`src/rtl/datamover_tcdm_ldst_arbiter.sv`:
```
// rtl/datamover_tcdm_ldst_arbiter.sv - load/store merge onto one TCDM port with in-order response tags
//
// Purpose:
//   Merges NB_LD load channels (round-robin among themselves) and one store
//   channel (alternating with the load group on contention) onto a single
//   TCDM initiator port. Every issued transaction is recorded in an in-order
//   tag FIFO so each response is steered back to the load channel that asked
//   for it; store responses are swallowed here.
//
// Ports:
//   clk_i, rst_i (async, active-high), clear_i (sync clear of tags/flags)
//   ld_req_i/ld_gnt_o/ld_add_i/ld_be_i        load request side, one slot per channel
//   ld_r_data_o/ld_r_valid_o                   load responses (data broadcast, valid one-hot)
//   st_req_i/st_gnt_o/st_add_i/st_data_i/st_be_i  store request side
//   tcdm_*                                     TCDM initiator port (wen: 1 = read)
//   outstanding_o, idle_o, spurious_o          status
//
// Optional feature macro: DATAMOVER_LDST_ARB_PERF_EN adds perf_ld_stall_o,
// perf_st_stall_o and perf_full_o (32-bit wrapping event counters).

module datamover_tcdm_ldst_arbiter #(
    parameter int NB_LD           = 2,
    parameter int AW              = 32,
    parameter int DW              = 32,
    parameter int MAX_OUTSTANDING = 4,
    parameter int STORE_RESP      = 1
) (
    input  logic                              clk_i,
    input  logic                              rst_i,
    input  logic                              clear_i,
    input  logic [NB_LD-1:0]                  ld_req_i,
    output logic [NB_LD-1:0]                  ld_gnt_o,
    input  logic [NB_LD*AW-1:0]               ld_add_i,
    input  logic [NB_LD*(DW/8)-1:0]           ld_be_i,
    output logic [NB_LD*DW-1:0]               ld_r_data_o,
    output logic [NB_LD-1:0]                  ld_r_valid_o,
    input  logic                              st_req_i,
    output logic                              st_gnt_o,
    input  logic [AW-1:0]                     st_add_i,
    input  logic [DW-1:0]                     st_data_i,
    input  logic [DW/8-1:0]                   st_be_i,
    output logic                              tcdm_req_o,
    input  logic                              tcdm_gnt_i,
    output logic [AW-1:0]                     tcdm_add_o,
    output logic                              tcdm_wen_o,
    output logic [DW/8-1:0]                   tcdm_be_o,
    output logic [DW-1:0]                     tcdm_data_o,
    input  logic [DW-1:0]                     tcdm_r_data_i,
    input  logic                              tcdm_r_valid_i,
    output logic [$clog2(MAX_OUTSTANDING):0]  outstanding_o,
    output logic                              idle_o,
    output logic                              spurious_o
`ifdef DATAMOVER_LDST_ARB_PERF_EN
    ,
    output logic [31:0]                       perf_ld_stall_o,
    output logic [31:0]                       perf_st_stall_o,
    output logic [31:0]                       perf_full_o
`endif
);

    localparam int BW = DW / 8;
    localparam int PW = $clog2(MAX_OUTSTANDING);
    localparam int CW = PW + 1;
    localparam int IW = (NB_LD > 1) ? $clog2(NB_LD) : 1;

    localparam logic [0:0]    TURN_LOAD  = 1'b0;
    localparam logic [0:0]    TURN_STORE = 1'b1;
    localparam logic [CW-1:0] CNT_FULL   = CW'(MAX_OUTSTANDING);

    // tag FIFO
    logic [CW-1:0] cnt;
    logic [PW-1:0] wptr;
    logic [PW-1:0] rptr;
    logic          tag_is_load [MAX_OUTSTANDING];
    logic [IW-1:0] tag_ch      [MAX_OUTSTANDING];

    // arbitration state
    logic [IW-1:0] rr_ptr;
    logic [0:0]    grp_turn;
    logic          spurious;

    // latched request while waiting for tcdm_gnt_i
    logic          held;
    logic          held_is_load;
    logic          held_contend;
    logic [IW-1:0] held_ch;
    logic [AW-1:0] held_add;
    logic [DW-1:0] held_data;
    logic [BW-1:0] held_be;

    logic             full;
    logic [NB_LD-1:0] ld_cand;
    logic             st_cand;
    logic             any_ld;
    logic             rr_hit;
    logic [IW-1:0]    rr_idx;
    logic             arb_load;
    logic             arb_store;
    logic             arb_contend;
    logic [AW-1:0]    arb_add;
    logic [DW-1:0]    arb_data;
    logic [BW-1:0]    arb_be;

    logic             cur_valid;
    logic             cur_is_load;
    logic [IW-1:0]    cur_ch;
    logic             cur_contend;
    logic             gnt;
    logic             push;
    logic             pop;
    logic             cnt_nz;
    logic             head_is_load;
    logic [IW-1:0]    head_ch;

    // Full mask comes from the registered count only, so a response popping
    // a tag in this cycle cannot open a slot for a request in the same cycle.
    assign full    = (cnt == CNT_FULL);
    assign cnt_nz  = (cnt != '0);
    assign ld_cand = ld_req_i & {NB_LD{~full}};
    assign st_cand = st_req_i & ~(full & (STORE_RESP != 0));
    assign any_ld  = |ld_cand;

    // Round-robin: first candidate at or above the pointer, else the first
    // candidate from channel 0 (wrap-around search without modulo indexing).
    always_comb begin
        rr_hit = 1'b0;
        rr_idx = '0;
        for (int i = 0; i < NB_LD; i++) begin
            if (!rr_hit && ld_cand[i] && (i >= int'(rr_ptr))) begin
                rr_hit = 1'b1;
                rr_idx = IW'(i);
            end
        end
        for (int i = 0; i < NB_LD; i++) begin
            if (!rr_hit && ld_cand[i]) begin
                rr_hit = 1'b1;
                rr_idx = IW'(i);
            end
        end
    end

    assign arb_contend = any_ld & st_cand;
    assign arb_load    = any_ld & (~st_cand | (grp_turn == TURN_LOAD));
    assign arb_store   = st_cand & ~arb_load;

    assign arb_add  = arb_load ? ld_add_i[int'(rr_idx)*AW +: AW] : st_add_i;
    assign arb_be   = arb_load ? ld_be_i[int'(rr_idx)*BW +: BW] : st_be_i;
    assign arb_data = arb_load ? '0 : st_data_i;

    // While an issued request waits for its grant, the latched copy drives
    // the port so the target sees a stable transaction.
    assign cur_valid   = held | arb_load | arb_store;
    assign cur_is_load = held ? held_is_load : arb_load;
    assign cur_ch      = held ? held_ch      : rr_idx;
    assign cur_contend = held ? held_contend : arb_contend;

    // Nothing is offered to the target while clearing or in reset.
    assign tcdm_req_o  = cur_valid & ~rst_i & ~clear_i;
    assign tcdm_add_o  = held ? held_add  : arb_add;
    assign tcdm_be_o   = held ? held_be   : arb_be;
    assign tcdm_data_o = held ? held_data : arb_data;
    assign tcdm_wen_o  = cur_is_load;

    assign gnt      = tcdm_req_o & tcdm_gnt_i;
    assign st_gnt_o = gnt & ~cur_is_load;

    always_comb begin
        ld_gnt_o = '0;
        for (int i = 0; i < NB_LD; i++) begin
            ld_gnt_o[i] = gnt & cur_is_load & (cur_ch == IW'(i));
        end
    end

    assign push         = gnt & (cur_is_load | (STORE_RESP != 0));
    assign pop          = tcdm_r_valid_i & cnt_nz;
    assign head_is_load = tag_is_load[rptr];
    assign head_ch      = tag_ch[rptr];

    always_comb begin
        ld_r_valid_o = '0;
        for (int i = 0; i < NB_LD; i++) begin
            ld_r_valid_o[i] = pop & head_is_load & (head_ch == IW'(i)) & ~rst_i;
        end
    end

    assign ld_r_data_o   = {NB_LD{tcdm_r_data_i}};
    assign outstanding_o = cnt;
    assign idle_o        = rst_i | (~cnt_nz & ~(|ld_req_i) & ~st_req_i & ~held);
    assign spurious_o    = spurious;

    always_ff @(posedge clk_i or posedge rst_i) begin
        if (rst_i) begin
            cnt          <= '0;
            wptr         <= '0;
            rptr         <= '0;
            rr_ptr       <= '0;
            grp_turn     <= TURN_LOAD;
            spurious     <= 1'b0;
            held         <= 1'b0;
            held_is_load <= 1'b0;
            held_contend <= 1'b0;
            held_ch      <= '0;
            held_add     <= '0;
            held_data    <= '0;
            held_be      <= '0;
        end else if (clear_i) begin
            cnt          <= '0;
            wptr         <= '0;
            rptr         <= '0;
            rr_ptr       <= '0;
            grp_turn     <= TURN_LOAD;
            spurious     <= 1'b0;
            held         <= 1'b0;
        end else begin
            if (push) begin
                wptr <= wptr + PW'(1);
            end
            if (pop) begin
                rptr <= rptr + PW'(1);
            end
            cnt <= cnt + CW'(push) - CW'(pop);

            if (tcdm_r_valid_i && !cnt_nz) begin
                spurious <= 1'b1;
            end

            if (gnt && cur_is_load) begin
                rr_ptr <= (int'(cur_ch) == NB_LD - 1) ? '0 : cur_ch + IW'(1);
            end

            // Contention is judged when the winner was picked, so a request
            // that waited for its grant still flips the turn once granted.
            if (gnt && cur_contend) begin
                grp_turn <= (grp_turn == TURN_LOAD) ? TURN_STORE : TURN_LOAD;
            end

            if (gnt) begin
                held <= 1'b0;
            end else if (tcdm_req_o && !held) begin
                held         <= 1'b1;
                held_is_load <= arb_load;
                held_contend <= arb_contend;
                held_ch      <= rr_idx;
                held_add     <= arb_add;
                held_data    <= arb_data;
                held_be      <= arb_be;
            end
        end
    end

    always_ff @(posedge clk_i) begin
        if (push) begin
            tag_is_load[wptr] <= cur_is_load;
            tag_ch[wptr]      <= cur_ch;
        end
    end

`ifdef DATAMOVER_LDST_ARB_PERF_EN
    always_ff @(posedge clk_i or posedge rst_i) begin
        if (rst_i) begin
            perf_ld_stall_o <= '0;
            perf_st_stall_o <= '0;
            perf_full_o     <= '0;
        end else if (clear_i) begin
            perf_ld_stall_o <= '0;
            perf_st_stall_o <= '0;
            perf_full_o     <= '0;
        end else begin
            if ((|ld_req_i) && !(|ld_gnt_o)) begin
                perf_ld_stall_o <= perf_ld_stall_o + 32'd1;
            end
            if (st_req_i && !st_gnt_o) begin
                perf_st_stall_o <= perf_st_stall_o + 32'd1;
            end
            if (full) begin
                perf_full_o <= perf_full_o + 32'd1;
            end
        end
    end
`endif

endmodule

```
`config.mk`:
```
export PLATFORM = sky130hd
export DESIGN_NAME = datamover_tcdm_ldst_arbiter
export DESIGN_NICKNAME = d
export VERILOG_FILES = /design/src/rtl/datamover_tcdm_ldst_arbiter.sv
export SDC_FILE = /design/constraint.sdc
export NUM_CORES = 1
export LEC_CHECK = 0
export ABC_AREA = 1
export CORE_ASPECT_RATIO = 1.1
export CORE_MARGIN = 3
export CORE_UTILIZATION = 39
export DETAILED_ROUTE_END_ITERATION = 10
export GPL_TIMING_DRIVEN = 1
export PLACE_DENSITY = 0.85
export SYNTH_ARGS = -nofsm -noshare
export SYNTH_HDL_FRONTEND = slang
export SYNTH_SLANG_ARGS = --single-unit
```
`constraint.sdc`:
```
create_clock -name clk_i -period 3.5 [get_ports clk_i]
set_input_delay 0.35 -clock clk_i [delete_from_list [all_inputs] [get_ports clk_i]]
set_output_delay 0.35 -clock clk_i [all_outputs]
set_load 0.005 [all_outputs]
```
==> results of run 1 <==
## per-stage QoR
step	setup WS [ns]	instance area, um2	total power [mW]	hold slack, ns
after floorplan	0.2352	5655	2.838	0.4131
after global placement	0.4781	7537	3.832	0.4644
after CTS	0.4081	7839	4.915	0.4867
final	0.4122	7839	4.865	0.4827
after detailed placement	0.4726	7537	3.907	0.4705
after global routing	0.1308	7839	5.245	0.5109
## power by group
group,total (mW),switching [mW],internal [mW]
clock,0.989,0.430,0.559
sequential,1.67,0.234,1.43
combinational,2.21,1.08,1.13
total,4.87,1.74,3.12
## worst max-delay path by stage
stage	startpoint	end	cells after the start
floorplan	rst_i	outstanding_o[2]	10
global placement	ld_req_i[0]	tcdm_add_o[19]	11
detailed placement	ld_req_i[0]	tcdm_add_o[31]	11
CTS	outstanding_o[1]	tcdm_add_o[31]	9
global route	outstanding_o[1]	tcdm_add_o[22]	9
finish	outstanding_o[1]	tcdm_add_o[31]	9
## worst max-delay path: stages, from the launching register on
cell	delay, ns
dfrtp_1	0.46
nor2_1	0.17
nand2_2	0.11
nand2_1	0.14
buf_4	0.39
nand2_1	0.09
nand3_1	0.09
o21ai_0	0.15
o21ai_0	0.21
clkdlybuf4s50_1	0.57
## logic make-up after synthesis
family | share of synthesized area, %
AO/OA/AOI/OAI | 17.14
adder cells (fa/ha/maj) | 1.683
buffers and inverters | 15.50
flip-flops | 40.56
AND/OR/NAND/NOR | 25.13
## registers in the layout, indices dropped and copies added (netlist names), 2 cells and up
name / flops
held_add: 32
held_data: 32
held_be: 4
tag_ch: 4
tag_is_load: 4
outstanding_o: 3
rptr: 2
wptr: 2
## cell type report
type / instances / area, um2 / share of cell area, %
Clock buffer: 9 / 225.2 / 2.873
Clock inverter: 7 / 76.32 / 0.9737
Inverter: 27 / 105.1 / 1.341
Multi-Input combinational cell: 546 / 2489 / 31.75
Sequential cell: 90 / 2296 / 29.29
Tap cell: 188 / 235.2 / 3.001
Timing Repair Buffer: 239 / 2412 / 30.77
## layer usage
layer,track usage [%],vias up
li1,-,2746
met1,23.43,2497
met2,33.05,215
met3,5.064,46
met4,9.509,0
met5,0,-
## cell usage in the layout, fill, tap and decap left out, types with 6 or more instances in the layout
cell,instances
nand2_1,268
clkdlybuf4s50_1,227
o21ai_0,108
dfrtp_1,81
o21ai_1,69
nand3_1,44
inv_1,25
nor2_1,24
clkbuf_16,9
buf_4,8
edfxtp_1,8
ha_1,6
==> flow_metrics.tcl, run 1 <==
set metrics [dict create \
    grt_pass1_wl_mm 25.39 \
    n_fill_cell 1273 \
    met3_length_mm 1.247 \
    grt_pass1_vias 5044 \
    rows 45 \
    synth_top_cell_area_share_pct 36.31 \
    vdd_drop_max_uv 253.4 \
    grt.overflow.total 0 \
    area_growth_pct 38.70 \
    status "finished clean" \
    cp-start-kind "flip-flop" \
    cp-end-kind "output port" \
    synth_top_area_cell "dfrtp_1" \
    cts_buffers 9 \
    ctsHoldBuffers 0 \
    start_util_pct 40.31 \
    holdPathEnd "held_add[7]" \
    cts_post_setup_buffers_inserted 0 \
    slew_violations 0 \
    period_share_pct 88.22 \
    yosysMostFrequentCell "nand2_1" \
    dp.cells 1090 \
    tns_ns 0 \
    worst_pin_slew_ns 0.7319 \
    min_from "held_add[7]" \
    slew_headroom_pct 51.21 \
    syn_nets 964 \
    path_clk_slew_ns 0.07 \
    dp_hpwl_mm 11.92 \
    dieWidth_um 120.8 \
    wl_met1_mm 6.303 \
    max_freq_mhz 323.9 \
    drv_cap 0 \
    reg2regPathDepth 10 \
    wl_met2_mm 7.932 \
    nNetsFinal 1100 \
    design.portCount 324 \
    hp-class "flip-flop to flip-flop" \
    synth_ff_type "dfrtp_1" \
    worstSkewPairLatency_ns 0.34 \
    whs_path_depth 2 \
    postSynthCellCount 777 \
    ys_ff_latch 90 \
    dr.first_iter.drc_count 364 \
    wl_per_cell_um 14.55 \
    cp.arrival_ns 2.74 \
    grt_setup_unrepaired "no" \
    worstReg2RegStart "held" \
    drc 0 \
    cp.required_ns 3.15 \
    yosys_warnings 0 \
    final_layout_size_suffix_gt1_share_pct 4.575 \
    portBuffers 227 \
    r2r_slack_ns 0.84 \
    r2r-end "outstanding_o[2]" \
    finalClockSkew_ns 0.007957 \
    highest_layer "met4" \
    synth_area_um2 5652 \
    synthArstFlopShare_pct 91.11 \
    detail-route-antenna-nets 0 \
    diodes 0 \
    routed_wl_mm 16.09 \
    ys_top_cells_by_area "dfrtp_1 (36%), nand2_1 (18%), o21ai_0 (9.6%)" \
    synthDistinctLibCells 30 \
    yosys-top-cells-count "nand2_1 (268), o21ai_0 (108), dfrtp_1 (82)" \
    post-route-util_pct 55.91 \
    crit_fanout 38 \
    ctsResizeCount 0 \
    cts_tree "yes" \
    place.gp.congestion 0.8047 \
    ys_seq_area_share_pct 40.56 \
    powerDensity_nw_per_um2 620.7 \
    die_height_um 132.3 \
    setup_viol 0 \
    cts_max_level 3 \
    clock-root-buffer "clkbuf_16" \
    critPathKind "flip-flop to output port" \
    clock-sinks 90 \
    stdcell_count 1106 \
    core_area_um2 14020 \
    grt_max_degree 87 \
    dieArea_um2 15970 \
    final-hold-violation-count 0 \
    clockBufferDepth 2 \
    drt-vias-per-instance 4.976 \
    synth_edf_count 8 \
    min_period_ns 3.088 \
    vias 5504 \
    p_leak_nw 3.303 \
    drt-pass1-iter-count 4 \
    grt_usage_pct 19.71 \
    avgSynthCellArea_um2 7.274 \
    antenna_found_initial 0 \
]
Note: power is estimated with default switching activity, not from simulation.
==> inputs of run 2 (changes only) <==
--- a/config.mk
+++ b/config.mk
@@ -6,12 +6,11 @@
 export NUM_CORES = 1
 export LEC_CHECK = 0
 export ABC_AREA = 1
-export CORE_ASPECT_RATIO = 1.1
-export CORE_MARGIN = 3
-export CORE_UTILIZATION = 39
+export CORE_AREA = 2 2 127 129
 export DETAILED_ROUTE_END_ITERATION = 10
+export DIE_AREA = 0 0 129 131
 export GPL_TIMING_DRIVEN = 1
-export PLACE_DENSITY = 0.85
+export PLACE_DENSITY = 0.8
 export SYNTH_ARGS = -nofsm -noshare
 export SYNTH_HDL_FRONTEND = slang
 export SYNTH_SLANG_ARGS = --single-unit
==> run 2 against run 1 <==
Net effect: routed wire length is 2.6% lower; critical path depth is 2 higher; non-clock buffer count is 2 higher; sequential power hardly changed; fmax is 2.3% higher; sequential share of layout area is 0.21 points lower; flip-flop and latch count stayed put; cell area is 0.73% higher; via count is 1.7% lower; global-route usage is 0.90 points lower.
==> flow_metrics.tcl, run 2 (synthesis gave the netlist of run 1 again) <==
set metrics [dict create \
    status "finished clean" \
    design.portCount 324 \
    p_leak_nw 3.325 \
    ctsHoldBuffers 0 \
    cts_post_setup_buffers_inserted 0 \
    dieWidth_um 129 \
    drv_cap 0 \
    hp-class "flip-flop to flip-flop" \
    worstReg2RegStart "held" \
    pre_cts_slack_ns 0.4605 \
    n_fill_cell 1480 \
    ctsResizeCount 0 \
    whs_path_depth 2 \
    cp-start-kind "primary input" \
    dp_hpwl_mm 11.60 \
    worst_pin_slew_ns 0.8021 \
    place.gp.congestion 0.8437 \
    drc 0 \
    routed_wl_mm 15.68 \
    detail-route-antenna-nets 0 \
    grt.overflow.total 0 \
    vias 5412 \
    powerDensity_nw_per_um2 620.1 \
    grt_max_degree 66 \
    tns_ns 0 \
    cp.arrival_ns 2.67 \
    grt_pass1_wl_mm 25.02 \
    portBuffers 227 \
    period_share_pct 86.21 \
    dieArea_um2 16900 \
    nNetsFinal 1102 \
    min_from "held_add[6]" \
    clockBufferDepth 2 \
    drt-pass1-iter-count 5 \
    cp-end-kind "output port" \
    start_util_pct 36.23 \
    cp-startpoint "ld_req_i[1]" \
    dr.first_iter.drc_count 231 \
    worstSkewPairLatency_ns 0.34 \
    largestRegisters "held_add (32), held_data (32)" \
    timing.final.ws_setup_ns 0.4826 \
    final_common_cell "nand2_1" \
    clock-sinks 90 \
    max_freq_mhz 331.4 \
    cts_max_level 3 \
    cts_tree "yes" \
    rows 46 \
    diodes 0 \
    vdd_drop_max_uv 262.2 \
    wl_per_cell_um 13.80 \
    drt-vias-per-instance 4.764 \
    min_period_ns 3.017 \
    final-hold-violation-count 0 \
    grt_setup_unrepaired "no" \
    final_cell_mix "nand2_1 (268), clkdlybuf4s50_1 (227), o21ai_0 (108)" \
    antenna_found_initial 0 \
    critPathKind "primary input to output port" \
    clock-root-buffer "clkbuf_16" \
    grt_usage_pct 18.81 \
    reg2regPathDepth 10 \
    cp.required_ns 3.15 \
    die_height_um 131 \
    slew_violations 0 \
    register_area_um2 2296 \
    area_growth_pct 39.72 \
    core_area_um2 15600 \
    final_layout_size_suffix_gt1_share_pct 4.674 \
    finalClockSkew_ns 0.008912 \
    slew_headroom_pct 46.53 \
    grt_pass1_vias 5028 \
    path_clk_slew_ns 0.07 \
    crit_fanout 20 \
    multi_input_area_um2 2489 \
    cts_buffers 9 \
    setup_viol 0 \
]
-- run 2: final timing paths --
| check | end | slack, ns |
|---|---|---|
| hold reg to reg | held_add[6] | 0.49 |
| hold / removal | held_add[6] | 0.49 |
| min in group asynchronous | rptr[1] | 0.55 |
| setup / recovery | tcdm_add_o[0] | 0.48 |
| max in group asynchronous | held | 1.74 |
| setup reg to reg | outstanding_o[2] | 0.89 |
-- run 2: final cells by class --
class / count / share of cell area (%)
Tap cell: 216 / 3.423
Clock buffer: 11 / 3.074
Timing Repair Buffer: 241 / 30.58
Inverter: 27 / 1.331
Sequential cell: 90 / 29.08
Multi-Input combinational cell: 546 / 31.52
Clock inverter: 5 / 0.9983
-- run 2: layer usage --
layer / share of wire, % / up-vias / track usage, %
li1: - / 2752 / -
met4: 2.0 / 0 / 5.818
met1: 41 / 2442 / 22.55
met2: 49 / 185 / 31.93
met5: 0 / - / 0
met3: 8.1 / 33 / 6.555
-- run 2: report_power, final --
group / total, mW / switching, mW / internal (mW)
Sequential: 1.66 / 0.231 / 1.43
Combinational: 2.18 / 1.06 / 1.12
Clock: 1.06 / 0.412 / 0.645
-- run 2: through the flow --
stage | hold slack [ns] | utilization (%) | power, mW | instances | cell area [um2]
6_report | 0.4855 | 50.63 | 4.897 | 1136 | 7896
4_1_cts | 0.4904 | 50.63 | 4.959 | 1136 | 7896
2_1_floorplan | 0.4131 | - | 2.838 | 777 | 5655
5_1_grt | 0.4966 | 50.63 | 5.304 | 1136 | 7896
3_3_place_gp | 0.4677 | 48.56 | 3.825 | 1120 | 7575
3_5_place_dp | 0.4734 | 48.56 | 3.880 | 1120 | 7575
-- run 2: critical path, cell delays in order --
cell	delay (ns)
clkdlybuf4s50_1	0.49
inv_1	0.06
nor2_1	0.11
nand2_1	0.12
inv_2	0.27
buf_12	0.20
nand2_1	0.06
nand3_1	0.06
o21ai_0	0.11
o21ai_0	0.21
clkdlybuf4s50_1	0.59
